**src/rtl/br_pkg.sv**
```systemverilog
// br_pkg: branch condition codes and resolve-unit FSM state
package br_pkg;
  localparam logic [2:0] F3_BEQ  = 3'b000;
  localparam logic [2:0] F3_BNE  = 3'b001;
  localparam logic [2:0] F3_BLT  = 3'b100;
  localparam logic [2:0] F3_BGE  = 3'b101;
  localparam logic [2:0] F3_BLTU = 3'b110;
  localparam logic [2:0] F3_BGEU = 3'b111;
  typedef enum logic {IDLE, REDIRECT} br_state_t;
endpackage

```
**src/rtl/br_cond_eval.sv**
```systemverilog
// br_cond_eval: branch outcome from SUB flags; reserved codes are not taken and flagged illegal
module br_cond_eval
  import br_pkg::*;
(
  input  logic [2:0] funct3,
  input  logic       n,
  input  logic       z,
  input  logic       c,
  input  logic       v,
  output logic       taken,
  output logic       illegal
);
  always_comb begin
    taken   = 1'b0;
    illegal = 1'b0;
    case (funct3)
      F3_BEQ:  taken = z;
      F3_BNE:  taken = ~z;
      F3_BLT:  taken = n ^ v;
      F3_BGE:  taken = ~(n ^ v);
      F3_BLTU: taken = ~c;
      F3_BGEU: taken = c;
      default: illegal = 1'b1;
    endcase
  end
endmodule

```
**src/rtl/br_resolve_unit.sv**
```systemverilog
// br_resolve_unit: M-stage branch resolution, held fetch redirect, predictor update and statistics
module br_resolve_unit
  import br_pkg::*;
#(
  parameter int XLEN  = 32,
  parameter int CNT_W = 16
) (
  input  logic             clk,
  input  logic             rst,
  input  logic             m_valid,
  input  logic             m_is_branch,
  input  logic             m_is_jump,
  input  logic [2:0]       m_funct3,
  input  logic             m_flag_n,
  input  logic             m_flag_z,
  input  logic             m_flag_c,
  input  logic             m_flag_v,
  input  logic [XLEN-1:0]  m_pc,
  input  logic [XLEN-1:0]  m_target,
  input  logic             m_pred_taken,
  input  logic [XLEN-1:0]  m_pred_target,
  output logic             redirect_valid,
  input  logic             redirect_ready,
  output logic [XLEN-1:0]  redirect_pc,
  output logic             flush_young,
  output logic             bht_upd_valid,
  output logic [XLEN-1:0]  bht_upd_pc,
  output logic             bht_upd_taken,
  output logic             illegal_cond,
  output logic [CNT_W-1:0] stat_branches,
  output logic [CNT_W-1:0] stat_mispredicts
);
  br_state_t        state_q, state_d;
  logic             cond_taken, cond_illegal, resolve, is_br, taken, mispredict;
  logic [XLEN-1:0]  redirect_pc_q, redirect_pc_d, bht_pc_q, bht_pc_d;
  logic             bht_valid_q, bht_valid_d, bht_taken_q, bht_taken_d, illegal_q, illegal_d;
  logic [CNT_W-1:0] br_cnt_q, br_cnt_d, mp_cnt_q, mp_cnt_d;

  br_cond_eval u_cond (
    .funct3 (m_funct3),
    .n      (m_flag_n),
    .z      (m_flag_z),
    .c      (m_flag_c),
    .v      (m_flag_v),
    .taken  (cond_taken),
    .illegal(cond_illegal)
  );

  // a jump that also carries the branch bit is treated purely as a jump
  always_comb begin
    resolve       = m_valid & (m_is_branch | m_is_jump) & (state_q == IDLE);
    is_br         = m_is_branch & ~m_is_jump;
    taken         = m_is_jump | cond_taken;
    mispredict    = resolve & ((taken != m_pred_taken) | (taken & (m_target != m_pred_target)));
    state_d       = (state_q == IDLE) ? (mispredict ? REDIRECT : IDLE) : (redirect_ready ? IDLE : REDIRECT);
    redirect_pc_d = mispredict ? (taken ? m_target : m_pc + XLEN'(4)) : redirect_pc_q;
    bht_valid_d   = resolve & is_br;
    bht_pc_d      = bht_valid_d ? m_pc : bht_pc_q;
    bht_taken_d   = bht_valid_d & cond_taken;
    illegal_d     = bht_valid_d & cond_illegal;
    br_cnt_d      = (resolve & ~&br_cnt_q) ? br_cnt_q + CNT_W'(1) : br_cnt_q;
    mp_cnt_d      = (mispredict & ~&mp_cnt_q) ? mp_cnt_q + CNT_W'(1) : mp_cnt_q;
  end

  always_ff @(posedge clk or posedge rst) begin
    if (rst) begin
      state_q       <= IDLE;
      redirect_pc_q <= '0;
      bht_valid_q   <= 1'b0;
      bht_pc_q      <= '0;
      bht_taken_q   <= 1'b0;
      illegal_q     <= 1'b0;
      br_cnt_q      <= '0;
      mp_cnt_q      <= '0;
    end else begin
      state_q       <= state_d;
      redirect_pc_q <= redirect_pc_d;
      bht_valid_q   <= bht_valid_d;
      bht_pc_q      <= bht_pc_d;
      bht_taken_q   <= bht_taken_d;
      illegal_q     <= illegal_d;
      br_cnt_q      <= br_cnt_d;
      mp_cnt_q      <= mp_cnt_d;
    end
  end

  assign redirect_valid   = (state_q == REDIRECT);
  assign redirect_pc      = redirect_pc_q;
  assign flush_young      = mispredict | redirect_valid;
  assign bht_upd_valid    = bht_valid_q;
  assign bht_upd_pc       = bht_pc_q;
  assign bht_upd_taken    = bht_taken_q;
  assign illegal_cond     = illegal_q;
  assign stat_branches    = br_cnt_q;
  assign stat_mispredicts = mp_cnt_q;
endmodule
```
**config.mk**
```make
export PLATFORM = sky130hd
export DESIGN_NAME = br_resolve_unit
export DESIGN_NICKNAME = d
export VERILOG_FILES = /design/src/rtl/br_pkg.sv /design/src/rtl/br_cond_eval.sv /design/src/rtl/br_resolve_unit.sv
export SDC_FILE = /design/constraint.sdc
export NUM_CORES = 1
export LEC_CHECK = 0
export ABC_AREA = 0
export BUFFER_PORTS_ARGS = -buffer_cell sky130_fd_sc_hd__buf_2
export CORE_ASPECT_RATIO = 1.4
export CORE_MARGIN = 3
export CORE_UTILIZATION = 50
export CTS_BUF_LIST = sky130_fd_sc_hd__clkbuf_4
export CTS_CLUSTER_SIZE = 16
export DETAILED_ROUTE_END_ITERATION = 12
export HOLD_SLACK_MARGIN = 0.1
export PLACE_DENSITY = 0.89
export SYNTH_ARGS = -nofsm -noshare
export SYNTH_HDL_FRONTEND = slang
export SYNTH_SLANG_ARGS = --single-unit
```
**constraint.sdc**
```tcl
create_clock -name clk -period 5 [get_ports clk]
set_clock_uncertainty 0.15 [all_clocks]
set_input_delay 0.75 -clock clk [delete_from_list [all_inputs] [get_ports clk]]
set_output_delay 0.75 -clock clk [all_outputs]
set_load 0.005 [all_outputs]
```
==> summary by stage <==
Run status
The flow ran to the end, and the final reports show no timing, DRC or antenna violations.

Synthesis
The Yosys step of the flow raised 0 warnings. The area fraction of the dominant cell type after synthesis is 0.467. For this run, the leading register cell type out of synthesis is dfrtp_1.

The number of distinct standard cells referenced by the synthesized netlist is 39. Counting instances in the post-synthesis netlist gives the leading cell types as dfrtp_1 (100), xor2_1 (59), nor2_1 (46). The fraction of registers with async set/reset is 1.00.

Counting every net in the synthesized netlist gives ~610. The count of flip-flops with a built-in enable after synthesis is 0. A synthesized cell averages 10.9 um^2. The sequential element share of the synthesized area is 0.467. After synthesis the netlist holds a flip-flop and latch count of 100.

The most frequently used cell type in the post-synthesis netlist is dfrtp_1. After synthesis the cells add up to ~5400 um^2. After technology mapping, the gate count stands at a little under 500.

The top cell type by total area after synthesis is dfrtp_1. Yosys attributes the largest share of cell area to dfrtp_1 (47%), xor2_1 (9.6%), mux2_1 (8.2%).

CTS
The number of clock buffers added by TritonCTS is 9. The clock insertion delay at the later pin of the skew report is ~0.45 ns. Counting along the longest clock path gives a buffer depth of 2. The count of hold-fix buffers inserted at cts is 0.

The clock tree root driver cell is clkbuf_4. The clock edge transition at the registers on the reported setup and hold paths is between 0.1 and 0.15 ns. The number of setup buffers added after CTS is 0. The H-tree was split into 3 levels. For this design, the sink count on the clock tree is 100. The post-cts resize count is 0.

The TritonCTS clock tree is done.

Setup path
The type of destination of the critical path is a primary output. The element type at the critical path start is a primary input. On the critical path, the stage with the largest delay is an instance of or4_1. The register-to-register setup slack is around 2.5 ns. The data required time at the worst endpoint is just over 4 ns. The critical path is of the primary input to primary output type.

In this run the critical register-to-register path is captured at redirect_pc[5]. For this run, the slowest stage of the critical path takes 0.86 ns. In this run the worst path has a maximum fanout of 34. The critical path goes through buf_2 -> xor2_1 -> nor4_1 -> nand4_1 -> or4_1 -> nand2_8 -> nand2_1 -> buf_2. The critical path data arrival time is between 3 and 4 ns. The cell occurring most often along the worst timing path is buf_2. The worst register-to-register path has a depth of 5. The launching point of the worst reg2reg path is redirect_valid.

Global route
The first global-routing pass estimated 24200 um of wire. Global routing finished with a remaining overflow of 0. The via count of the first global-routing pass was 4826.

The number of antenna violations at the first check in global routing is 1. Entering global routing, the biggest net connects between 60 and 70 pins. In the global route stage, overall resource usage came out at 0.259.

Die
The floorplan has between 40 and 50 rows. The width of the chip is about 94 um. The floorplan step defined a die boundary enclosing 12000 um^2.

After floorplanning, the core was sized to cover 10400 um^2. between 200 and 250 I/O pins were placed. The die is between 100 and 150 um tall. The initial utilization of the core area, before any placement, comes to 0.515.

STA
The post-route setup TNS is 0 ns. Setup repair after global routing left no endpoint under its margin. The count of final setup violators is 0. In this run the tightest slew margin relative to its limit is 0.284. The hold violation count in the final report was 0. The highest attainable clock frequency is approximately 250 MHz.

The final critical delay including setup and external delays is about 4.0 ns. Hold is met by ~0.20 ns. At the pin with the least slew margin, the transition time is roughly 1.1 ns. The final-report max-slew violation count is 0. Of the available clock period, the critical path in the final layout requires 0.808.

Placement
Once placement finished, the instance area stood at roughly 6500 um^2. At the end of routability-driven placement, the weighted congestion stood at a little under 0.9. The quantity of I/O buffers inserted on ports is 210. The placed wire-length estimate after detailed placement is about 12000 um.

Job
The max-capacitance violation count is 0.

Power and ir drop
The total internal power is roughly 1.5 mW. The switching fraction of total power is 0.330. Power spread over the standard cell area amounts to 341 nW/um^2.

The proportion of power drawn by flip-flops and latches is 0.511. The peak supply drop is roughly 210 uV. The total net switching power is between 0.7 and 0.8 mW. Of the total power, the clock network draws 0.186. The share of total power dissipated in combinational logic is 0.303. The reported leakage power is 3.11 nW.

Detailed routing
The wire length the detailed router placed on met1 is approximately 5600 um. For this run, design rule violations remaining after detail routing come to 0. The pre-antenna-repair detailed-routing pass consisted of 4 iterations. The via-per-instance ratio is between 5 and 6.

The routed wire length on met3 is 991 um. After detailed routing, the met2 layer carries 8060 um of wire. After detailed routing, the total wire length is between 15000 and 20000 um.

In this run the remaining antenna-violating nets after routing total 0. The highest layer touched by signal routing is met4. In the final routed layout, each cell accounts on average for around 18 um.

For this block, the initial DRC count from the detailed router was 196. The count of vias placed by the detailed router is between 4k and 5k.

Layout
Counting the fill cells in the layout gives 829. The layout overhead on the synthesized area is 24.1%. Once layout is done, the placed cells without fillers occupy ~6700 um^2. In the final layout, the share of cells above drive strength 1 is 0.376. The number of nets in the layout is ~810.

Min path
The type of the most critical hold path is primary input to async pin.
## logic make-up (layout without fill, tap and decap cells)
kind of cell / after synthesis / in the layout / synth area share
AND/OR/NAND/NOR: 166 / 166 / 0.163
flip-flops: 100 / 100 / 0.467
XOR/XNOR: 87 / 87 / 0.145
multiplexers: 73 / 73 / 0.153
AO/OA/AOI/OAI: 40 / 40 / 0.0434
buffers and inverters: 25 / 236 / 0.0224
adder cells (fa/ha/maj): 3 / 3 / 0.00700
other: 0 / 1 / 0
## metal layers
metal | vias up | track usage
met5 | - | 0
met4 | 0 | 0.127
met3 | 38 | 0.0374
met2 | 204 | 0.457
met1 | 2282 | 0.307
li1 | 2155 | -
## how the worst max path moves through the flow
stage            startpoint  slack (ns)       endpoint
3_3_place_gp   m_target[28]        1.03    flush_young
2_1_floorplan           rst        1.48  bht_upd_pc[0]
3_5_place_dp   m_target[19]        0.96    flush_young
6_report       m_target[19]        0.96    flush_young
4_1_cts        m_target[19]        0.95    flush_young
5_1_grt        m_target[19]        0.87    flush_young
## registers in the layout, indices dropped and copies added, names as in the netlist
| register | count |
|---|---|
| bht_upd_pc | 32 |
| bht_upd_taken | 1 |
| bht_upd_valid | 1 |
| illegal_cond | 1 |
| redirect_pc | 32 |
| redirect_valid | 1 |
| stat_branches | 16 |
| stat_mispredicts | 16 |
## stage by stage
step / cells / total power, mW / utilization / worst slack [ns]
after detailed placement: 828 / 1.87 / 0.626 / 0.955
final: 844 / 2.27 / 0.639 / 0.961
after global routing: 844 / 2.41 / 0.639 / 0.874
after global placement: 828 / 1.83 / 0.626 / 1.03
after floorplan: 494 / 1.48 / - / 1.48
after CTS: 843 / 2.28 / 0.639 / 0.955
## cells in the final DEF, fill, tap and decap left out, drive strengths merged
cell	n
xnor2	27
bufinv	1
clkbuf	9
o21a	3
o21ai	4
a2bb2oi	1
a31oi	2
dfrtp	100
ha	3
nor3b	1
xor2	59
nand4	25
or4	1
clkinv	1
nand2	20
clkinvlp	3
nor2	46
or2	1
and4	6
nor4	10
nand3	29
nand2b	2
nor2b	4
mux2i	1
and3b	1
buf	212
and3	6
nor3	8
diode	1
inv	10
and2	4
mux2	72
nand3b	2
xnor3	1
a21oi	30
## worst max-delay path, delay by kind of cell
kind          cells  cell delay (ns)
xor+xnor          1             0.17
buf+inv           2             0.24
simple gates      5             1.97
## cell type report
type | count | area (um^2) | share of cell area
multi-input cells | 369 | 2740 | 0.412
flip-flops and latches | 100 | 2500 | 0.376
inverters | 9 | 36.3 | 0.00545
clock inverters | 6 | 65.1 | 0.00978
clock buffers | 9 | 67.6 | 0.0102
well taps | 138 | 173 | 0.0260
diodes | 1 | 2.50 | 0.000376
repair buffers | 212 | 1070 | 0.160
## power groups by stage
stage	clock network [mW]	logic [mW]	registers (mW)
after floorplan	0	0.308	1.17
after global placement	0	0.669	1.16
after detailed placement	0	0.693	1.17
after CTS	0.431	0.696	1.16
after global routing	0.467	0.756	1.19
final	0.421	0.687	1.16
No activity file was read; power rests on OpenSTA's default activity.
